==> src/rtl/imem_pkg.sv <==
// Shared types and constants for the instruction-memory fetch controller.
`default_nettype none

package imem_pkg;

    localparam int PC_INCR = 4;
    localparam int INSTR_W = 32;
    localparam int ADDR_W  = 32;

    typedef enum logic [0:0] {
        FETCH = 1'b0,
        LOAD  = 1'b1
    } state_e;

    typedef struct packed {
        logic [ADDR_W-1:0]  pc;
        logic [INSTR_W-1:0] instr;
    } fetch_entry_t;

endpackage

`default_nettype wire

==> src/rtl/fetch_fifo.sv <==
// Small instruction buffer with registered head, synchronous flush and
// push-while-full allowed when the head is being popped in the same cycle.
`default_nettype none

module fetch_fifo #(
    parameter int DEPTH = 2,
    parameter int WIDTH = 64
) (
    input  logic             clk_i,
    input  logic             rst_ni,
    input  logic             flush_i,
    input  logic             push_i,
    input  logic             pop_i,
    input  logic [WIDTH-1:0] wdata_i,
    output logic [WIDTH-1:0] rdata_o,
    output logic             full_o,
    output logic             empty_o
);

    localparam int PW = $clog2(DEPTH);

    logic [WIDTH-1:0] mem_q [DEPTH];
    logic [PW-1:0]    wr_ptr_q, rd_ptr_q;
    logic [PW:0]      count_q, count_d;
    logic             do_push, do_pop;

    assign full_o  = (count_q == (PW+1)'(DEPTH));
    assign empty_o = (count_q == '0);
    assign rdata_o = mem_q[rd_ptr_q];

    assign do_pop  = pop_i && !empty_o;
    assign do_push = push_i && (!full_o || do_pop);

    always_comb begin
        count_d = count_q;
        case ({do_push, do_pop})
            2'b10:   count_d = count_q + 1'b1;
            2'b01:   count_d = count_q - 1'b1;
            default: count_d = count_q;
        endcase
    end

    // Storage is cleared on reset so the head reads zero while empty after reset.
    always_ff @(posedge clk_i or negedge rst_ni) begin
        if (!rst_ni) begin
            for (int i = 0; i < DEPTH; i++) begin
                mem_q[i] <= '0;
            end
            wr_ptr_q <= '0;
            rd_ptr_q <= '0;
            count_q  <= '0;
        end else if (flush_i) begin
            wr_ptr_q <= '0;
            rd_ptr_q <= '0;
            count_q  <= '0;
        end else begin
            if (do_push) begin
                mem_q[wr_ptr_q] <= wdata_i;
                wr_ptr_q        <= wr_ptr_q + 1'b1;
            end
            if (do_pop) begin
                rd_ptr_q <= rd_ptr_q + 1'b1;
            end
            count_q <= count_d;
        end
    end

endmodule

`default_nettype wire

==> src/rtl/imem_fetch_ctrl.sv <==
// Instruction-memory port owner: PC sequencing and buffered fetch toward
// decode in FETCH mode, sequential loader writes from address 0 in LOAD mode.
`default_nettype none

module imem_fetch_ctrl
    import imem_pkg::*;
#(
    parameter logic [31:0] RESET_PC   = 32'h0000_0000,
    parameter int          FIFO_DEPTH = 2,
    parameter int          MEM_WORDS  = 256
) (
    input  logic        clk,
    input  logic        reset_n,
    output logic [31:0] imem_addr,
    input  logic [31:0] imem_rdata,
    output logic        imem_we,
    output logic [31:0] imem_wdata,
    input  logic        load_mode,
    input  logic        load_valid,
    input  logic [31:0] load_data,
    output logic        load_ready,
    output logic        load_full,
    input  logic        redirect_valid,
    input  logic [31:0] redirect_pc,
    output logic        if_valid,
    input  logic        if_ready,
    output logic [31:0] if_instr,
    output logic [31:0] if_pc
);

    localparam logic [31:0] LAST_ADDR = 32'((MEM_WORDS - 1) * PC_INCR);
    localparam logic [31:0] INCR      = 32'(PC_INCR);

    state_e       state_q, state_d;
    logic [31:0]  fetch_pc_q, fetch_pc_d;
    logic [31:0]  load_addr_q, load_addr_d;
    logic         load_full_q, load_full_d;

    fetch_entry_t push_entry, head_entry;
    logic         fifo_flush, fifo_push, fifo_pop, fifo_full, fifo_empty;

    assign push_entry = '{pc: fetch_pc_q, instr: imem_rdata};

    fetch_fifo #(
        .DEPTH (FIFO_DEPTH),
        .WIDTH ($bits(fetch_entry_t))
    ) u_fifo (
        .clk_i   (clk),
        .rst_ni  (reset_n),
        .flush_i (fifo_flush),
        .push_i  (fifo_push),
        .pop_i   (fifo_pop),
        .wdata_i (push_entry),
        .rdata_o (head_entry),
        .full_o  (fifo_full),
        .empty_o (fifo_empty)
    );

    assign if_valid  = (state_q == FETCH) && !fifo_empty;
    assign if_instr  = head_entry.instr;
    assign if_pc     = head_entry.pc;
    assign load_full = load_full_q;

    always_comb begin
        state_d     = state_q;
        fetch_pc_d  = fetch_pc_q;
        load_addr_d = load_addr_q;
        load_full_d = load_full_q;
        fifo_flush  = 1'b0;
        fifo_push   = 1'b0;
        fifo_pop    = 1'b0;
        imem_addr   = fetch_pc_q;
        imem_we     = 1'b0;
        imem_wdata  = '0;
        load_ready  = 1'b0;

        case (state_q)
            FETCH: begin
                fifo_pop = !fifo_empty && if_ready;
                if (load_mode) begin
                    state_d     = LOAD;
                    fifo_flush  = 1'b1;
                    load_addr_d = '0;
                    load_full_d = 1'b0;
                end else if (redirect_valid) begin
                    fifo_flush = 1'b1;
                    fetch_pc_d = redirect_pc & ~32'h3;
                end else if (!fifo_full || fifo_pop) begin
                    fifo_push  = 1'b1;
                    fetch_pc_d = fetch_pc_q + INCR;
                end
            end
            LOAD: begin
                imem_addr  = load_addr_q;
                imem_wdata = load_data;
                // Gating with load_mode keeps a word offered during the exit cycle from being written.
                load_ready = load_mode && !load_full_q;
                imem_we    = load_valid && load_ready;
                if (!load_mode) begin
                    state_d    = FETCH;
                    fetch_pc_d = RESET_PC;
                    fifo_flush = 1'b1;
                end else if (imem_we) begin
                    load_addr_d = load_addr_q + INCR;
                    if (load_addr_q == LAST_ADDR) begin
                        load_full_d = 1'b1;
                    end
                end
            end
            default: state_d = FETCH;
        endcase
    end

    always_ff @(posedge clk or negedge reset_n) begin
        if (!reset_n) begin
            state_q     <= FETCH;
            fetch_pc_q  <= RESET_PC;
            load_addr_q <= '0;
            load_full_q <= 1'b0;
        end else begin
            state_q     <= state_d;
            fetch_pc_q  <= fetch_pc_d;
            load_addr_q <= load_addr_d;
            load_full_q <= load_full_d;
        end
    end

endmodule

`default_nettype wire

==> config.mk <==
export PLATFORM = sky130hd
export DESIGN_NAME = imem_fetch_ctrl
export DESIGN_NICKNAME = d
export VERILOG_FILES = /design/src/rtl/imem_pkg.sv /design/src/rtl/fetch_fifo.sv /design/src/rtl/imem_fetch_ctrl.sv
export SDC_FILE = /design/constraint.sdc
export NUM_CORES = 1
export LEC_CHECK = 0
export CORE_MARGIN = 2
export CORE_UTILIZATION = 51
export DETAILED_ROUTE_END_ITERATION = 12
export PLACE_DENSITY = 0.79
export SYNTH_ARGS = -nofsm -noshare
export SYNTH_HDL_FRONTEND = slang
export SYNTH_SLANG_ARGS = --single-unit
==> constraint.sdc <==
create_clock -name clk -period 2.6 [get_ports clk]
set_input_delay 0.78 -clock clk [delete_from_list [all_inputs] [get_ports clk]]
set_output_delay 0.78 -clock clk [all_outputs]
set_load 0.02 [all_outputs]
==> run_results.csv, run 1 <==
group,metric,value,unit
timing,final_hold_viol_count,0,
yosys,seq_area_frac_synth,47.2,%
yosys,synthDistinctLibCells,64,
pwr,switching_share,29.9,%
place,place_ws,-0.388,ns
global_routing,grt_max_degree,62,
critical_path,startpoint_type,"flop",
timing,worstMarginPinSlew,0.770,ns
run,maxCapViolCount,0,
clock_tree,cts_tree,"done",
clock_tree,root_buffer,"clkbuf_16",
clock_tree,cts-buffers-inserted,17,
timing,fin_crit_sh,99.2,%
detailed_routing,first_iter_violations,699,
die,start_util,51.9,%
pwr,power_density,608,mW/mm^2
detailed_routing,dr.pass1.iters,6,
place,place_area,0.0130,mm^2
critical_path,worstSetupPathType,"flop to primary output",
timing,min_period,2.58,ns
timing,fin_ws,0.0195,ns
yosys,synthArstFlopShare,100,%
yosys,synth_largest_area_cell,"dfrtp_1",
critical_path,max_stage_delay,0.46,ns
yosys,syn-cell-area,0.0101,mm^2
pwr,p_switching,0.00245,W
place,dpl.hpwl,19.6,mm
pwr,pwr-share-seq,44.5,%
pwr,combPwrFrac,23.6,%
die,core,0.0194,mm^2
yosys,synth-seq-cells,190,
critical_path,path_cells,"buf_6 -> buf_12 -> mux2_2 -> clkdlybuf4s15_2",
detailed_routing,wl,27.1,mm
finish,syn_to_final_growth,33.6,%
clock_tree,hold_buffers,0,
timing,slew_viol_final,0,
finish,fin_nets,1267,
global_routing,grt_pass1_wl,42.5,mm
critical_path,reg2reg_from,"fetch_pc_q[2]",
yosys,yosysWarnings,0,
timing,fmax,0.388,GHz
global_routing,grt_use_total,26.1,%
yosys,synth-main-ff-cell,"dfrtp_1",
timing,clock-skew-final,0.00938,ns
hold_path,hold_class,"input pin to asynchronous set/reset pin",
place,gp_congestion,0.924,
die,rows,51,
timing,setup_viol,0,
place,dpl.cell_count,1405,
yosys,yosys-top-cells-area,"dfrtp_1 47%, mux2_2 17%, mux2_1 6.0%",
pwr,power.clock.fraction,31.9,%
clock_tree,clkSinkCount,190,
die,ios,234,
global_routing,grt_pass1_vias,7953,
timing,relSlewSlack,48.3,%
finish,drive_above_1_share,27.6,%
clock_tree,htreeDepth,4,
die,die_h,145,um
finish,design_area,0.0135,mm^2
detailed_routing,ant_nets,0,
yosys,synth_edf_count,0,
clock_tree,clock_latency,0.44,ns
global_routing,antenna_found_initial,1,
pwr,ir_worst_vdd,0.488,mV
place,io_buffers,227,
die,die_area,0.0209,mm^2
die,die_w,145,um
critical_path,worstPathMaxFanout,10,
critical_path,endpoint_kind,"primary output",
critical_path,worstPathRequired,1.82,ns
status,outcome,"completed",
finish,utilization,69.4,%
pwr,cellLeakagePower,6.25,nW
detailed_routing,drc,0,
finish,final-instance-count-excl-fill,1442,
pwr,intPower,0.00574,W
detailed_routing,routed-via-count,8327,
yosys,synth_top_area_share,47.2,%
critical_path,slowest_stage,"dfrtp_2",
critical_path,cp.arrival,1.80,ns
global_routing,overflow,0,
yosys,synth_most_common_cell,"dfrtp_1",
clock_tree,clk_path_buf_depth,2,
timing,fin_hold_ws,0.257,ns
clock_tree,clk_pin_slew,0.07,ns
yosys,yosys-top-cells-count,"190 x dfrtp_1, 155 x mux2_2, 70 x nand2_1",
detailed_routing,post_drt_wl_per_cell,18.8,um
detailed_routing,vias_per_cell,5.77,
yosys,synthCells,912,
critical_path,startpoint,"u_fifo.rd_ptr_q",
yosys,avgSynthCellArea,11.0,um^2
[critical path: cells and delay by family, from the launching register on]
| family | cells | cell delay, ns |
|---|---|---|
| multiplexers | 1 | 0.34 |
| flip-flops | 1 | 0.46 |
| buffers and inverters | 3 | 0.56 |
[through the flow]
step / power (W) / setup TNS [ns]
detailed placement: 0.00584 / -24.67
CTS: 0.00831 / -0.0738
floorplan: 0.00478 / 0
finish: 0.00819 / 0
global route: 0.00856 / -0.0261
global placement: 0.00577 / -22.96
[kinds of logic after synthesis]
kind of cell,Yosys count,synth area share [%]
AOI/OAI and AO/OA,163,10.1
xor gates and xnor gates,3,0.261
adders and majority gates,2,0.248
buffers and inverters,87,4.22
DFF,190,47.2
muxes,211,23.6
and+or+nand+nor,255,14.4
other,1,0.0372
[power groups by stage]
stage	logic, W	clock network [W]	registers (W)
2_1_floorplan	0.00117	0	0.00361
3_3_place_gp	0.00209	0	0.00368
3_5_place_dp	0.00213	0	0.00371
4_1_cts	0.00200	0.00266	0.00365
5_1_grt	0.00208	0.00279	0.00370
6_report	0.00193	0.00261	0.00365
[state kept, by name, indices dropped and copies added, names as in the netlist]
register         count
u_fifo.count_q       2
u_fifo.wr_ptr_q      1
u_fifo.mem_q       124
state_q              1
u_fifo.rd_ptr_q      1
load_addr_q         30
fetch_pc_q          30
load_full            1
[area by class of cell]
cell class / instances / area [um^2]
multi-input cells: 638 / 4920
clock buffers: 18 / 439
inverters: 16 / 60.1
well taps: 265 / 332
fillers: 1508 / 5930
repair buffers: 300 / 2800
diodes: 1 / 2.50
clock inverters: 14 / 151
flip-flops and latches: 190 / 4760
[path summary, 6_finish.rpt]
check / depth (start not counted) / to / slack, ns
max reg2reg: 6 / fetch_pc_q[26] / 0.40
max in group asynchronous: 2 / u_fifo.mem_q[2] / 1.67
min in group clk: 1 / u_fifo.mem_q[58] / 0.49
min: 1 / load_addr_q[2] / 0.26
max: 4 / if_instr[13] / 0.02
min reg2reg: 1 / u_fifo.mem_q[58] / 0.49
[cell usage in the layout, fill, tap and decap left out, types with 30 or more instances in the layout]
cell | synthesis | final
nand4_1 | 30 | 30
nor2_1 | 30 | 30
clkdlybuf4s50_1 | 0 | 99
dlygate4sd2_1 | 0 | 86
mux2_2 | 155 | 155
o21ai_0 | 65 | 64
dfrtp_1 | 190 | 188
mux2_1 | 54 | 54
and2_1 | 35 | 35
nand2_1 | 70 | 70
buf_4 | 5 | 55
[timing repair]
item	CTS	global route
pin swaps	0	0
resized for setup	209	29
setup endpoints to repair	127	37
buffers inserted	4	0
gates cloned	0	1
[metal layers]
layer / wire length (um) / global-route usage [%] / share of wire (%)
met4: 568 / 8.48 / 2.1
met3: 1770 / 4.17 / 6.5
met5: 0 / 0 / 0
met1: 11400 / 35.7 / 42
met2: 13300 / 42.6 / 49
Note: power is estimated with default switching activity, not from simulation.
==> run 2, diff against run 1 <==
--- a/config.mk
+++ b/config.mk
@@ -5,10 +5,12 @@
 export SDC_FILE = /design/constraint.sdc
 export NUM_CORES = 1
 export LEC_CHECK = 0
+export ABC_AREA = 1
 export CORE_MARGIN = 2
-export CORE_UTILIZATION = 51
+export CORE_UTILIZATION = 60
 export DETAILED_ROUTE_END_ITERATION = 12
-export PLACE_DENSITY = 0.79
+export DONT_BUFFER_PORTS = 1
+export PLACE_DENSITY = 0.74
 export SYNTH_ARGS = -nofsm -noshare
 export SYNTH_HDL_FRONTEND = slang
 export SYNTH_SLANG_ARGS = --single-unit
==> run 2 against run 1 <==
  * First-iteration DRC count rose by 40%
  * Via count rose by 23%
  * Clock skew rose by 0.0025 ns
  * Sequential share of layout area rose by 3.8 points
  * Non-clock buffer count fell by 178
  * Power rose by 6.2%
  * Register-to-register slack improved by 0.05 ns
  * Critical path type unchanged
  * Critical endpoint is now imem_addr[26]
==> run_results.csv, run 2 <==
group,metric,value,unit
yosys,synth-main-ff-cell,"dfrtp_1",
yosys,synthDistinctLibCells,35,
pwr,switching_share,32.5,%
die,die_area,0.0187,mm^2
yosys,synth_largest_area_cell,"dfrtp_1",
yosys,avgSynthCellArea,6.96,um^2
detailed_routing,dr.pass1.iters,6,
clock_tree,hold_buffers,0,
critical_path,slowest_stage,"dfrtp_4",
finish,final-seq-area,0.00476,mm^2
hold_path,hold_class,"input pin to asynchronous set/reset pin",
status,outcome,"completed",
pwr,cellLeakagePower,5.69,nW
die,ios,234,
pwr,combPwrFrac,22.4,%
pwr,ir_worst_vdd,0.534,mV
yosys,synth-seq-cells,190,
critical_path,max_stage_delay,0.61,ns
place,dpl.hpwl,22.8,mm
detailed_routing,first_iter_violations,982,
place,gp_congestion,0.988,
yosys,yosys-top-cells-area,"dfrtp_1 45%, nand2_1 18%, o21ai_0 9.9%",
global_routing,grt_max_degree,191,
finish,fill_cells,1499,
timing,min_period,2.59,ns
finish,regMostFlops,"u_fifo.mem_q",
pwr,intPower,0.00587,W
die,rows,48,
pwr,pwr-share-seq,43.9,%
global_routing,grt_pass1_wl,49.1,mm
run,maxCapViolCount,0,
die,start_util,61.2,%
global_routing,grt_use_total,34.1,%
pwr,finalPower,0.00869,W
place,io_buffers,0,
global_routing,grt_pass1_vias,9551,
timing,fmax,0.386,GHz
timing,clock-skew-final,0.0119,ns
clock_tree,clock_latency,0.44,ns
pwr,p_switching,0.00282,W
pwr,power_density,715,mW/mm^2
detailed_routing,wl,31.9,mm
clock_tree,root_buffer,"clkbuf_16",
yosys,syn-cell-area,0.0106,mm^2
critical_path,path_cells,"buf_12 -> o21ai_0 -> buf_4",
critical_path,endpoint_kind,"primary output",
global_routing,overflow,0,
clock_tree,clk_path_buf_depth,2,
timing,fin_hold_ws,0.0308,ns
timing,rsz0062_at_grt,"no",
clock_tree,clkSinkCount,190,
critical_path,cp.arrival,1.81,ns
critical_path,worstPathMaxFanout,29,
timing,fin_ws,0.0121,ns
critical_path,worstSetupPathType,"flop to primary output",
yosys,synth_edf_count,0,
finish,mostFrequentLayoutCells,"512 x nand2_1, 207 x o21ai_0, 188 x dfrtp_1",
timing,final_hold_viol_count,0,
yosys,synth_most_common_cell,"nand2_1",
clock_tree,htreeDepth,4,
finish,design_area,0.0122,mm^2
finish,final_common_cell,"nand2_1",
detailed_routing,drc,0,
timing,worstMarginPinSlew,0.748,ns
detailed_routing,post_drt_wl_per_cell,17.4,um
yosys,synthArstFlopShare,100,%
finish,fin_nets,1697,
global_routing,antenna_found_initial,7,
timing,setup-tns-final,0,ns
place,place_ws,0.473,ns
die,die_h,137,um
detailed_routing,vias_per_cell,5.58,
timing,relSlewSlack,49.8,%
clock_tree,cts-buffers-inserted,17,
yosys,yosysWarnings,0,
finish,drive_above_1_share,12.0,%
detailed_routing,routed-via-count,10200,
yosys,yosys-top-cells-count,"512 x nand2_1, 209 x o21ai_0, 190 x dfrtp_1",
finish,syn_to_final_growth,14.8,%
finish,reg.largest.list,"u_fifo.mem_q: 124 flops, fetch_pc_q: 30 flops, load_addr_q: 30 flops",
clock_tree,clk_pin_slew,0.08,ns
place,place_area,0.0115,mm^2
finish,multi_input_area,0.00480,mm^2
timing,setup_viol,0,
critical_path,worstPathRequired,1.82,ns
yosys,synthCells,1522,
critical_path,startpoint_type,"flop",
die,die_w,137,um
yosys,seq_area_frac_synth,44.9,%
timing,fin_crit_sh,99.5,%
yosys,synth_top_area_share,44.9,%
finish,largest_register_ffs,124,
die,core,0.0173,mm^2
clock_tree,cts_tree,"done",
detailed_routing,ant_nets,0,
pwr,power.clock.fraction,33.7,%
timing,slew_viol_final,0,
## run 2: cell types whose count changed in the layout (fill, tap and decap cells not counted), sizes merged, moves of 86 or more
cell and change:
clkdlybuf4s50 -99, o21ai +161, mux2 -209, inv +155, dlygate4sd2 -86, nor2 +151, nand2 +445
## run 2: final cells by class
class	instances	area share (%)
Sequential cell	190	39.2
Timing Repair Buffer	122	8.31
Multi-Input combinational cell	1090	39.5
Antenna cell	4	0.0823
Clock buffer	17	3.50
Inverter	172	5.31
Clock inverter	14	1.86
Tap cell	225	2.32
## run 2: final timing paths
path                                   from          endpoint  slack, ns  cells after the start
hold / removal                      reset_n   u_fifo.mem_q[7]       0.03                      0
setup / recovery                    state_q     imem_addr[26]       0.01                      3
setup reg to reg                    state_q   u_fifo.mem_q[4]       0.45                      8
min in group clk                  load_mode           state_q       0.37                      0
hold reg to reg            u_fifo.mem_q[27]  u_fifo.mem_q[27]       0.50                      2
max in group asynchronous           reset_n    fetch_pc_q[17]       2.25                      0
## run 2: power groups by stage
| stage | logic, W | registers (W) | clock network (W) |
|---|---|---|---|
| floorplan | 0.00127 | 0.00376 | 0 |
| global placement | 0.00187 | 0.00384 | 0 |
| detailed placement | 0.00192 | 0.00387 | 0 |
| CTS | 0.00194 | 0.00381 | 0.00292 |
| global route | 0.00215 | 0.00388 | 0.00305 |
| finish | 0.00195 | 0.00382 | 0.00293 |
## run 2: cell families after synthesis
logic type      count (synthesis)  synth area share (%)
simple gates                  784                  29.5
compound gates                295                  15.0
buf+inv                       245                  9.95
flops                         190                  44.9
xor+xnor                        4                 0.331
fa+ha+maj                       2                 0.236
other cells                     1                0.0354
mux                             1                0.0945
## run 2: critical path, delay by kind of cell, from the launching register on
kind,cells,cell delay (ns)
compound gates,1,0.33
flops,1,0.61
buf+inv,2,0.42
## run 2: metrics by stage
step	cells	utilization, %
final	1834	70.3
after CTS	1829	70.1
after detailed placement	1798	66.4
after global routing	1830	70.2
after floorplan	1525	-
after global placement	1798	66.4
## run 2: repair_timing
item | 4_1_cts | 5_1_grt
gates resized for setup | 0 | 3
buffers inserted | 0 | 1
hold endpoints to repair | 0 | 0
endpoints found under the setup margin | 0 | 38
## run 2: routing by layer
metal  routed length [um]  global-route usage, %  part of all wire (%)  vias up
li1                     -                      -                     -     4927
met1                13400                   47.2                    42     4785
met2                14500                   52.8                    46      456
met3                 3190                   8.37                    10       66
met4                  721                   11.3                   2.3        6
met5                   37                      0                  0.12        -
